==> src/rtl/pool_relu_pkg.sv <==
// pool_relu_pkg: shared state encoding, constants and ReLU/saturation helper
package pool_relu_pkg;
  typedef enum logic [1:0] {ACCUM, ACT, POOL, OUT} state_t;
  localparam int DATA_W = 8;
  localparam int SAT_MAX = 255;
  function automatic logic [DATA_W-1:0] relu_sat(input logic signed [31:0] s);
    return s < 0 ? '0 : s > SAT_MAX ? DATA_W'(SAT_MAX) : s[DATA_W-1:0];
  endfunction
endpackage

==> src/rtl/max4_8b.sv <==
// max4_8b: combinational unsigned maximum of four 8-bit values
module max4_8b (
  input  logic [7:0] a,
  input  logic [7:0] b,
  input  logic [7:0] c,
  input  logic [7:0] d,
  output logic [7:0] y
);
  logic [7:0] m0, m1;
  // pairwise tree keeps the compare depth at two
  always_comb begin
    m0 = a > b ? a : b;
    m1 = c > d ? c : d;
    y = m0 > m1 ? m0 : m1;
  end
endmodule

==> src/rtl/pool_relu_2_by_2.sv <==
// pool_relu_2_by_2: channel accumulation, bias + ReLU/saturation and 2x2 max-pool with valid/ready output
module pool_relu_2_by_2 import pool_relu_pkg::*; #(
  parameter int NUM_CH = 3,
  parameter int ACC_W = 12
) (
  input  logic       clk,
  input  logic       rst,
  input  logic       done_sa2,
  input  logic [7:0] c11,
  input  logic [7:0] c12,
  input  logic [7:0] c21,
  input  logic [7:0] c22,
  input  logic [7:0] bias,
  input  logic       out_ready,
  output logic       out_valid,
  output logic [7:0] pool_out,
  output logic [7:0] act11,
  output logic [7:0] act12,
  output logic [7:0] act21,
  output logic [7:0] act22,
  output logic [3:0] ch_cnt,
  output logic       busy,
  output logic       err_drop
);
  if (NUM_CH < 1 || NUM_CH > 16) begin : g_bad_ch
    $error("NUM_CH must be in 1..16");
  end
  if (ACC_W < DATA_W + $clog2(NUM_CH)) begin : g_bad_acc
    $error("ACC_W too narrow for NUM_CH passes");
  end
  state_t state;
  logic [ACC_W-1:0] acc [4];
  logic [7:0] c_in [4];
  logic [7:0] act_r [4];
  logic [7:0] max_act;
  logic signed [ACC_W:0] s [4];
  assign c_in = '{c11, c12, c21, c22};
  assign act11 = act_r[0];
  assign act12 = act_r[1];
  assign act21 = act_r[2];
  assign act22 = act_r[3];
  assign busy = state != ACCUM;
  // accumulator plus sign-extended bias, one bit wider so the sum cannot wrap
  always_comb
    for (int i = 0; i < 4; i++)
      s[i] = $signed({1'b0, acc[i]}) + $signed({{(ACC_W-7){bias[7]}}, bias});
  max4_8b u_max (.a(act_r[0]), .b(act_r[1]), .c(act_r[2]), .d(act_r[3]), .y(max_act));
  // FSM with accumulators, activations and handshake outputs
  always_ff @(posedge clk) begin
    if (rst) begin
      state <= ACCUM;
      for (int i = 0; i < 4; i++) acc[i] <= '0;
      for (int i = 0; i < 4; i++) act_r[i] <= '0;
      ch_cnt <= '0;
      out_valid <= 1'b0;
      pool_out <= '0;
      err_drop <= 1'b0;
    end else begin
      if (done_sa2 && state != ACCUM) err_drop <= 1'b1;
      case (state)
        ACCUM: if (done_sa2) begin
          for (int i = 0; i < 4; i++) acc[i] <= acc[i] + ACC_W'(c_in[i]);
          ch_cnt <= ch_cnt + 4'd1;
          if (ch_cnt == 4'(NUM_CH - 1)) state <= ACT;
        end
        ACT: begin
          for (int i = 0; i < 4; i++) act_r[i] <= relu_sat(32'(s[i]));
          state <= POOL;
        end
        POOL: begin
          pool_out <= max_act;
          out_valid <= 1'b1;
          state <= OUT;
        end
        OUT: if (out_ready) begin
          out_valid <= 1'b0;
          for (int i = 0; i < 4; i++) acc[i] <= '0;
          ch_cnt <= '0;
          state <= ACCUM;
        end
        default: state <= ACCUM;
      endcase
    end
  end
endmodule

==> config.mk <==
export PLATFORM = sky130hd
export DESIGN_NAME = pool_relu_2_by_2
export DESIGN_NICKNAME = d
export VERILOG_FILES = /design/src/rtl/pool_relu_pkg.sv /design/src/rtl/max4_8b.sv /design/src/rtl/pool_relu_2_by_2.sv
export SDC_FILE = /design/constraint.sdc
export NUM_CORES = 1
export LEC_CHECK = 0
export ABC_AREA = 1
export BUFFER_PORTS_ARGS = -buffer_cell sky130_fd_sc_hd__buf_2
export CAP_MARGIN = 15
export CORE_UTILIZATION = 60
export CTS_CLUSTER_SIZE = 20
export DETAILED_ROUTE_END_ITERATION = 7
export PLACE_DENSITY = 0.81
export SLEW_MARGIN = 40
export SYNTH_ARGS = -nofsm -noshare
export SYNTH_HDL_FRONTEND = slang
export SYNTH_SLANG_ARGS = --single-unit
==> constraint.sdc <==
create_clock -name clk -period 5 [get_ports clk]
set_input_delay 0 -clock clk [delete_from_list [all_inputs] [get_ports clk]]
set_output_delay 0 -clock clk [all_outputs]
set_load 0.005 [all_outputs]
==> results.py, run 1 <==
metrics = {
    "synthesis": {
        "synth_edf_count": 56,
        "synth-async-reset-ratio_pct": 0,
        "synth.area.top_cells": "edfxtp_1, ha_1, nand2_1",
        "syn_area_per_cell_sq_um": 7.02,
        "synth_area_sq_mm": 0.00885,
        "yosysTopAreaCellShare_pct": 19.0,
        "ys_warn_count": 0,
        "ys_types": 43,
        "ys_seq_area_share_pct": 28.1,
        "yosys.area.top_type": "edfxtp_1",
        "synth_seq_cells": 96,
        "yosys_most_used_dff": "edfxtp_1",
        "synthCells": 1260,
        "synth_fp_nets": 1422,
    },
    "setup_path": {
        "critical_path.max_fanout": 9,
        "crit_chain": "ha_1 -> nand2_1 -> nor2_1 -> nand2_1 -> nand2_1 -> nand2_2 -> nand2_1 -> nand2_1 -> ha_1 -> inv_1 -> o21bai_1 -> nand2_1 -> nand2_1 -> nand2_1 -> a21oi_1 -> nand3_1 -> nand3_1 -> a21oi_1",
        "required_ns": 5.22,
        "regToRegStartpoint": "act_r[0][7]$_SDFFCE_PP0P_",
        "worstSetupEndpointType": "flop",
        "crit_arrival_ns": 3.59,
        "cpPeakStageDelay_ns": 0.51,
        "slowest_stage": "a21oi_1",
        "setup.worst_path.class": "flop to flop",
        "cpMostUsedCell": "nand2_1",
        "cp-start-kind": "flop",
        "crit_path_start": "act_r[0][7]$_SDFFCE_PP0P_",
    },
    "global_route": {
        "grt_usage_pct": 30.5,
        "grt_max_degree": 33,
        "grt_pass1_vias": 7577,
        "antenna_found_initial": 0,
        "grt_pass1_wl_um": 35900,
        "overflow": 0,
    },
    "power": {
        "power_density_mw_per_mm2": 457,
        "ir_drop_mv": 0.251,
        "finalPower_mw": 4.49,
        "p_leak_nw": 5.09,
    },
    "timing": {
        "fin_setup_tns_ns": 0,
        "slew_headroom_pct": 44.0,
        "tightest_slew_ns": 0.837,
        "slew_violations": 0,
        "fin_crit_sh_pct": 67.6,
        "period_needed_ns": 3.38,
        "max_freq_mhz": 296,
        "rsz0062_at_grt": "no",
        "hold_violations": 0,
        "skew_ns": 0.0101,
        "finalSetupViolCount": 0,
    },
    "route": {
        "vias_per_cell": 5.53,
        "drt_iter0_drc": 689,
        "finalWirelength_um": 22500,
        "drc": 0,
        "drt_first_pass_iters": 5,
        "ant_nets": 0,
        "wl_per_cell_um": 14.6,
        "vias": 8556,
    },
    "cts": {
        "clk_pin_slew_ns": 0.07,
        "cts_hold_buffers": 1,
        "cts_buffers": 9,
        "clk_latency_ns": 0.36,
        "cts_tree": "built",
        "cts_sinks": 96,
        "cts_setup_buffers": 0,
        "post_cts_resized": 0,
        "h-tree-depth": 3,
        "cts-root-buf": "clkbuf_16",
        "cts_max_path_buffers": 2,
    },
    "place": {
        "hpwl_um": 17900,
        "portBuffers": 90,
        "dpl_cell_area_sq_mm": 0.00951,
        "gp_congestion": 0.985,
    },
    "final_layout": {
        "layout_commonest_cell": "nand2_1",
        "multi_input_area_sq_mm": 0.00566,
        "ff_latch_area_sq_mm": 0.00248,
        "layout-drive-gt1-share_pct": 11.2,
        "area_delta_synth_final_pct": 11.1,
        "final_cell_mix": "nand2_1, inv_1, a21oi_1, ha_1, nand3_1",
        "num_antenna_cells": 0,
        "fill_cells": 1274,
        "post-route-cell-area_sq_mm": 0.00983,
        "finish.utilization_pct": 67.9,
        "finalNetCount": 1520,
    },
    "floorplan": {
        "io_pins": 91,
        "initial_core_util_pct": 61.1,
        "rows": 44,
        "core_area_sq_mm": 0.0145,
        "die_area_sq_mm": 0.0152,
        "die_y_um": 123,
        "dieWidth_um": 123,
    },
    "hold_path": {
        "min-delay-start": "c22[0]",
        "hold_class": "primary input to flop",
    },
    "run": {
        "maxCapViolations": 0,
    },
    "outcome": {
        "status": "finished clean",
    },
}
==> cell type report <==
cell class                      count  share of cell area [%]
Clock inverter                      3                   0.216
Sequential cell                    96                    25.3
Clock buffer                       13                    2.85
Inverter                          181                    6.91
Tap cell                          184                    2.34
Timing Repair Buffer               92                    4.76
Multi-Input combinational cell    978                    57.6
==> sequential cells by signal, indices dropped and copies added (netlist names) <==
register / count
acc: 48
pool_out: 8
err_drop: 1
state: 2
ch_cnt: 4
act_r: 32
out_valid: 1
==> layer usage <==
metal  routed length, um  GRT usage (%)  up-vias  part of all wire, %
met5                   0              0        -                    0
met4                 375           7.61        0                  1.7
met3                1660           5.54       32                  7.4
met2               10200           50.1      253                   45
met1               10300           41.4     3873                   46
li1                    -              -     4398                    -
==> kinds of logic after synthesis <==
group	after synthesis	synth area share (%)
AO/OA/AOI/OAI	203	12.7
XOR/XNOR	34	3.54
adder cells (fa/ha/maj)	118	17.4
buffers and inverters	186	7.92
flip-flops	96	28.1
AND/OR/NAND/NOR	623	30.5
==> synthesized netlist by cell type (9+ instances only) <==
cell type	count
ha_1	110
dfxtp_1	40
nand2_2	17
o21ai_0	33
and2_1	9
nand2_1	354
xor2_1	26
nor2_1	88
or2_2	10
edfxtp_1	56
inv_1	175
nand3_1	104
nand4_1	18
a21oi_1	135
==> critical path, delay by kind of cell, from the launching register on <==
kind	cells	cell delay [ns]
buffers and inverters	1	0.04
adders and majority gates	2	0.64
and+or+nand+nor	12	1.43
DFF	1	0.45
AOI/OAI and AO/OA	3	0.69
==> worst paths after layout <==
kind / endpoint / slack (ns) / cells after the start
worst max register to register: pool_out[4]$_SDFFE_PP0P_ / 1.62 / 18
worst min register to register: err_drop$_SDFFE_PP0P_ / 0.46 / 2
worst min-delay path: acc[3][0]$_SDFFE_PP0P_ / 0.06 / 4
worst max-delay path: pool_out[4]$_SDFFE_PP0P_ / 1.62 / 18
==> power by group <==
group	switching (mW)	internal (mW)
registers	0.201	1.08
logic	1.58	0.919
clock network	0.307	0.394
==> through the flow <==
stage	worst slack [ns]	hold WS, ns	instances
floorplan	2.18	0.144	1260
global placement	1.78	0.280	1530
detailed placement	1.71	0.288	1530
CTS	1.67	0.0588	1547
global route	1.28	0.0861	1547
finish	1.62	0.0648	1547
(Power assumes the default switching activity.)
==> run 2, diff against run 1 <==
--- a/config.mk
+++ b/config.mk
@@ -5,13 +5,13 @@
 export SDC_FILE = /design/constraint.sdc
 export NUM_CORES = 1
 export LEC_CHECK = 0
-export ABC_AREA = 1
+export ABC_AREA = 0
 export BUFFER_PORTS_ARGS = -buffer_cell sky130_fd_sc_hd__buf_2
 export CAP_MARGIN = 15
-export CORE_UTILIZATION = 60
+export CORE_UTILIZATION = 54
 export CTS_CLUSTER_SIZE = 20
 export DETAILED_ROUTE_END_ITERATION = 7
-export PLACE_DENSITY = 0.81
+export PLACE_DENSITY = 0.77
 export SLEW_MARGIN = 40
 export SYNTH_ARGS = -nofsm -noshare
 export SYNTH_HDL_FRONTEND = slang
==> constraint.sdc (replaced) <==
create_clock -name clk -period 2.8 [get_ports clk]
set_input_delay 0 -clock clk [delete_from_list [all_inputs] [get_ports clk]]
set_output_delay 0 -clock clk [all_outputs]
set_load 0.005 [all_outputs]
==> results.py, run 2 <==
metrics = {
    "cts": {
        "clk_pin_slew_ns": 0.07,
        "cts_tree": "built",
        "cts_buffers": 9,
        "h-tree-depth": 3,
        "cts-root-buf": "clkbuf_16",
        "clk_latency_ns": 0.36,
        "cts_max_path_buffers": 2,
        "cts_sinks": 96,
    },
    "global_route": {
        "grt_pass1_vias": 6857,
        "overflow": 0,
        "grt_usage_pct": 28.0,
        "grt_pass1_wl_um": 32900,
        "antenna_found_initial": 0,
        "grt_max_degree": 33,
    },
    "outcome": {
        "failed_checks": "setup timing",
        "status": "finished, violations left",
    },
    "run": {
        "maxCapViolations": 0,
    },
    "floorplan": {
        "rows": 44,
        "die_y_um": 124,
        "initial_core_util_pct": 55.2,
        "core_area_sq_mm": 0.0145,
        "io_pins": 91,
        "die_area_sq_mm": 0.0153,
        "dieWidth_um": 124,
    },
    "final_layout": {
        "largestRegisters": "acc x48, act_r x32, pool_out x8",
        "num_antenna_cells": 0,
        "area_delta_synth_final_pct": 23.2,
        "layoutNonFillerInstCount": 1236,
        "fill_cells": 1138,
        "post-route-cell-area_sq_mm": 0.00985,
        "largest_reg_flops": 48,
        "layout_commonest_cell": "ha_1",
        "regMostFlops": "acc",
        "final_cell_mix": "ha_1, buf_2, a21oi_1, nor2_1, buf_4",
        "finalNetCount": 1209,
        "layout-drive-gt1-share_pct": 24.6,
    },
    "synthesis": {
        "netlist_top_cells_count": "ha_1, a21oi_1, nor2_1, inv_1, edfxtp_1",
        "syn_area_per_cell_sq_um": 9.07,
        "ys_seq_area_share_pct": 31.1,
        "yosysTopAreaCellShare_pct": 21.0,
        "ys_types": 70,
        "synth_seq_cells": 96,
        "ys_warn_count": 0,
        "synth_edf_count": 56,
        "synth.area.top_cells": "edfxtp_1, ha_1, dfxtp_1",
        "synth_fp_nets": 1043,
        "synth-async-reset-ratio_pct": 0,
        "synth.most_common_cell": "ha_1",
        "yosys_most_used_dff": "edfxtp_1",
        "synth_area_sq_mm": 0.00799,
        "synthCells": 881,
        "yosys.area.top_type": "edfxtp_1",
    },
    "power": {
        "power_density_mw_per_mm2": 835,
        "ir_drop_mv": 0.449,
        "finalPower_mw": 8.22,
        "p_leak_nw": 4.51,
    },
    "timing": {
        "slew_violations": 0,
        "setup_slack_ns": -0.851,
        "period_needed_ns": 3.65,
        "slew_headroom_pct": 51.6,
        "skew_ns": 0.00620,
        "max_freq_mhz": 274,
        "tightest_slew_ns": 0.726,
        "hold_violations": 0,
        "fin_setup_tns_ns": -6.72,
        "rsz0062_at_grt": "yes",
        "fin_crit_sh_pct": 130,
        "finalSetupViolCount": 8,
    },
    "route": {
        "vias": 7262,
        "drt_iter0_drc": 493,
        "drc": 0,
        "finalWirelength_um": 21400,
        "ant_nets": 0,
        "vias_per_cell": 5.88,
        "wl_per_cell_um": 17.3,
        "drt_first_pass_iters": 5,
    },
    "place": {
        "dpl_cell_area_sq_mm": 0.00914,
        "hpwl_um": 15700,
        "gp_congestion": 0.901,
        "portBuffers": 90,
        "dp_cells": 1208,
    },
    "setup_path": {
        "cpPeakStageDelay_ns": 0.49,
        "r2r_slack_ns": -0.85,
        "setup.worst_path.class": "flop to flop",
        "worstSetupEndpointType": "flop",
        "required_ns": 3.09,
        "crit_path_start": "act_r[1][1]$_SDFFCE_PP0P_",
        "crit_chain": "inv_2 -> ha_4 -> nor2b_4 -> o21a_1 -> o21a_1 -> o21ai_1 -> a211o_1 -> buf_6 -> buf_6 -> mux2i_4 -> inv_2 -> ha_4 -> nand4_1 -> o22ai_2 -> o31ai_4 -> or3b_4 -> o221ai_2",
        "cp-start-kind": "flop",
        "slowest_stage": "or3b_4",
        "crit_buf_inv": 4,
        "regToRegStartpoint": "act_r[1][1]$_SDFFCE_PP0P_",
        "crit_arrival_ns": 3.94,
        "critical_path.max_fanout": 8,
        "cp_top_family": "compound AO/OA/AOI/OAI gates",
    },
    "hold_path": {
        "min-delay-start": "c21[0]",
        "hold_class": "primary input to flop",
    },
}
[run 2: cell types whose count changed after synthesis, moves of 16 or more]
cell / delta
nor2b_1: +16
nand2_1: -312
a21oi_1: -48
inv_1: -111
mux2i_1: +22
nand2_2: -17
a21o_1: +20
o21a_1: +20
nand3_1: -86
xnor2_1: +26
[run 2: layout make-up]
class / instances / area [sq um] / area share (%)
multi-input combinational: 704 / 5510 / 55.9
sequential: 96 / 2480 / 25.2
timing repair buffer: 172 / 1080 / 11.0
clock buffer: 10 / 250 / 2.54
inverter: 64 / 240 / 2.44
tap: 184 / 230 / 2.34
clock inverter: 6 / 60.1 / 0.610
[run 2: logic make-up after synthesis]
kind of cell	Yosys count	synth area share, %
AO/OA/AOI/OAI	260	21.0
XOR/XNOR	54	5.92
adder cells (fa/ha/maj)	118	19.2
buffers and inverters	81	3.82
flip-flops	96	31.1
multiplexers	24	3.18
AND/OR/NAND/NOR	248	15.8
[run 2: worst reg2reg max path, delay by kind of cell (launching register included)]
family	cells	cell delay [ns]
fa+ha+maj	2	0.46
flops	1	0.41
simple gates	3	0.77
mux	1	0.27
compound gates	7	1.25
buf+inv	4	0.41
[run 2: final timing paths]
path / to / cells after the start
worst max-delay path: pool_out[5]$_SDFFE_PP0P_ / 17
worst min-delay path: acc[2][0]$_SDFFCE_PN0P_ / 3
worst max register to register: pool_out[5]$_SDFFE_PP0P_ / 17
worst min register to register: err_drop$_SDFFE_PP0P_ / 2
[run 2: metrics by stage]
stage | util, % | worst slack (ns) | hold slack, ns
after floorplan | - | -0.507 | 0.144
after global placement | 63.1 | -0.597 | 0.310
after detailed placement | 63.1 | -0.762 | 0.312
after CTS | 66.4 | -0.640 | 0.0435
after global routing | 68.0 | -1.01 | 0.0723
final | 68.0 | -0.851 | 0.0617
[run 2: power by group]
group	switching, mW	total [mW]	internal [mW]
Sequential	0.291	2.17	1.88
Combinational	2.51	4.75	2.24
Clock	0.596	1.31	0.714
Total	3.40	8.22	4.83
[run 2: what timing repair did]
| action | in CTS | in global routing |
|---|---|---|
| setup buffers | 6 | 5 |
| pin swaps | 9 | 20 |
| gates resized for setup | 22 | 38 |
| hold buffers | 1 | 0 |
| hold endpoints to repair | 1 | 0 |
| setup endpoints to repair | 27 | 40 |
[run 2: routing by layer]
metal	up-vias	track usage (%)	wire, um
met5	-	0	0
met4	0	11.7	704
met3	60	4.76	981
met2	220	46.6	10200
met1	3403	35.9	9450
li1	3579	-	-
==> run 3, diff against run 2 <==
--- a/config.mk
+++ b/config.mk
@@ -8,10 +8,10 @@
 export ABC_AREA = 0
 export BUFFER_PORTS_ARGS = -buffer_cell sky130_fd_sc_hd__buf_2
 export CAP_MARGIN = 15
-export CORE_UTILIZATION = 54
+export CORE_UTILIZATION = 60
 export CTS_CLUSTER_SIZE = 20
 export DETAILED_ROUTE_END_ITERATION = 7
-export PLACE_DENSITY = 0.77
+export PLACE_DENSITY = 0.82
 export SLEW_MARGIN = 40
 export SYNTH_ARGS = -nofsm -noshare
 export SYNTH_HDL_FRONTEND = slang
==> constraint.sdc (replaced) <==
create_clock -name clk -period 4.1 [get_ports clk]
set_input_delay 0 -clock clk [delete_from_list [all_inputs] [get_ports clk]]
set_output_delay 0 -clock clk [all_outputs]
set_load 0.005 [all_outputs]
==> results.py, run 3 (same netlist as run 2, synthesis figures left out) <==
metrics = {
    "outcome": {
        "status": "finished clean",
    },
    "place": {
        "pre_cts_slack_ns": 0.443,
        "dpl_cell_area_sq_mm": 0.00862,
        "dp_cells": 1130,
        "hpwl_um": 14500,
        "portBuffers": 90,
        "gp_congestion": 0.900,
    },
    "hold_path": {
        "hold_class": "primary input to flop",
        "min-delay-start": "out_ready",
        "worstHoldEndpoint": "state[0]$_SDFFE_PP0P_",
        "holdPathStages": 4,
    },
    "floorplan": {
        "dieWidth_um": 117,
        "io_pins": 91,
        "rows": 41,
        "die_area_sq_mm": 0.0138,
        "initial_core_util_pct": 62.3,
        "die_y_um": 117,
        "core_area_sq_mm": 0.0128,
    },
    "route": {
        "ant_nets": 0,
        "finalWirelength_um": 18800,
        "vias_per_cell": 6.02,
        "drc": 0,
        "vias": 6894,
        "drt_iter0_drc": 550,
        "drt_first_pass_iters": 5,
        "wl_per_cell_um": 16.4,
    },
    "power": {
        "p_leak_nw": 4.11,
        "power_density_mw_per_mm2": 538,
        "ir_drop_mv": 0.285,
        "finalPower_mw": 4.79,
    },
    "cts": {
        "cts_buffers": 9,
        "cts_tree": "built",
        "h-tree-depth": 3,
        "post_cts_resized": 0,
        "cts_max_path_buffers": 2,
        "cts_sinks": 96,
        "cts_hold_buffers": 1,
        "cts_setup_buffers": 0,
        "clk_latency_ns": 0.35,
        "clk_pin_slew_ns": 0.07,
        "cts-root-buf": "clkbuf_16",
    },
    "final_layout": {
        "finish.utilization_pct": 69.5,
        "num_antenna_cells": 0,
        "final_cell_mix": "ha_1, buf_2, a21oi_1, nor2_1, inv_1",
        "regMostFlops": "acc",
        "layout-drive-gt1-share_pct": 13.6,
        "ff_latch_area_sq_mm": 0.00248,
        "largest_reg_flops": 48,
        "post-route-cell-area_sq_mm": 0.00891,
        "area_delta_synth_final_pct": 11.4,
        "fill_cells": 1051,
        "largestRegisters": "acc x48, act_r x32, pool_out x8",
        "layoutNonFillerInstCount": 1146,
        "layout_commonest_cell": "ha_1",
        "finalNetCount": 1132,
        "multi_input_area_sq_mm": 0.00521,
    },
    "global_route": {
        "grt_pass1_wl_um": 30900,
        "grt_usage_pct": 27.7,
        "grt_pass1_vias": 6479,
        "antenna_found_initial": 0,
        "grt_max_degree": 33,
        "overflow": 0,
    },
    "setup_path": {
        "crit_chain": "ha_1 -> nor2b_1 -> o21a_1 -> o21a_1 -> o21ai_1 -> a211o_1 -> buf_4 -> mux2i_1 -> inv_1 -> ha_1 -> a21o_1 -> a21oi_1 -> nor2b_1 -> o22ai_1 -> o31ai_1 -> or3b_1 -> o221ai_1",
        "crit_arrival_ns": 3.99,
        "cpPeakStageDelay_ns": 0.51,
        "setup.worst_path.class": "flop to flop",
        "ff2ff_path_depth": 17,
        "worstReg2RegEnd": "pool_out[6]$_SDFFE_PP0P_",
        "r2r_slack_ns": 0.38,
        "worstSetupEndpointType": "flop",
        "cp-start-kind": "flop",
        "required_ns": 4.37,
        "slowest_stage": "or3b_1",
        "critical_path.max_fanout": 8,
        "regToRegStartpoint": "act_r[0][1]$_SDFFCE_PP0P_",
    },
    "timing": {
        "tightest_slew_ns": 0.761,
        "period_needed_ns": 3.72,
        "slew_violations": 0,
        "holdWs_ns": 0.0454,
        "slew_headroom_pct": 49.2,
        "fin_setup_tns_ns": 0,
        "fin_crit_sh_pct": 90.7,
        "setup_slack_ns": 0.380,
        "skew_ns": 0.00774,
        "finalSetupViolCount": 0,
        "rsz0062_at_grt": "no",
        "hold_violations": 0,
        "max_freq_mhz": 269,
    },
    "run": {
        "maxCapViolations": 0,
    },
}
==> run 3: cell count changes in the layout (fill, tap and decap cells not counted), sizes merged <==
cell    change
buf        -77
bufinv      -1
clkinv      +4
inv         -4
==> run 3: final cells by class <==
| class | count | share of cell area (%) |
|---|---|---|
| repair buffers | 95 | 5.51 |
| clock inverters | 5 | 0.379 |
| inverters | 64 | 2.70 |
| multi-input cells | 704 | 58.4 |
| flip-flops and latches | 96 | 27.9 |
| well taps | 172 | 2.42 |
| clock buffers | 10 | 2.68 |
==> run 3: worst max path at each step <==
stage                     cells past startpoint  slack (ns)                       end                      start
after global routing                         17        0.11  pool_out[6]$_SDFFE_PP0P_  act_r[0][1]$_SDFFCE_PP0P_
after global placement                       17        0.56  pool_out[5]$_SDFFE_PP0P_  act_r[0][1]$_SDFFCE_PP0P_
after detailed placement                     17        0.44  pool_out[6]$_SDFFE_PP0P_  act_r[0][1]$_SDFFCE_PP0P_
after CTS                                    17        0.39  pool_out[6]$_SDFFE_PP0P_  act_r[0][1]$_SDFFCE_PP0P_
after floorplan                              18        0.65  pool_out[0]$_SDFFE_PP0P_  act_r[0][1]$_SDFFCE_PP0P_
final                                        17        0.38  pool_out[6]$_SDFFE_PP0P_  act_r[0][1]$_SDFFCE_PP0P_
==> run 3: power by group <==
| group | switching [mW] | internal, mW | total [mW] |
|---|---|---|---|
| registers | 0.226 | 1.28 | 1.51 |
| logic | 1.39 | 1.08 | 2.47 |
| clock network | 0.384 | 0.424 | 0.808 |
==> run 3: layer usage <==
metal	track usage (%)	vias to the layer above	wire length [um]
met2	43.1	199	8310
met4	10.6	0	382
met3	3.75	29	952
met1	39.0	3231	9110
li1	-	3435	-
met5	0	-	0
==> run 3: critical path: cells and delay by family, from the launching register on <==
family          cells  cell delay [ns]
compound gates      9             1.45
fa+ha+maj           2             0.52
buf+inv             2             0.27
flops               1             0.44
mux                 1             0.24
simple gates        3             0.70
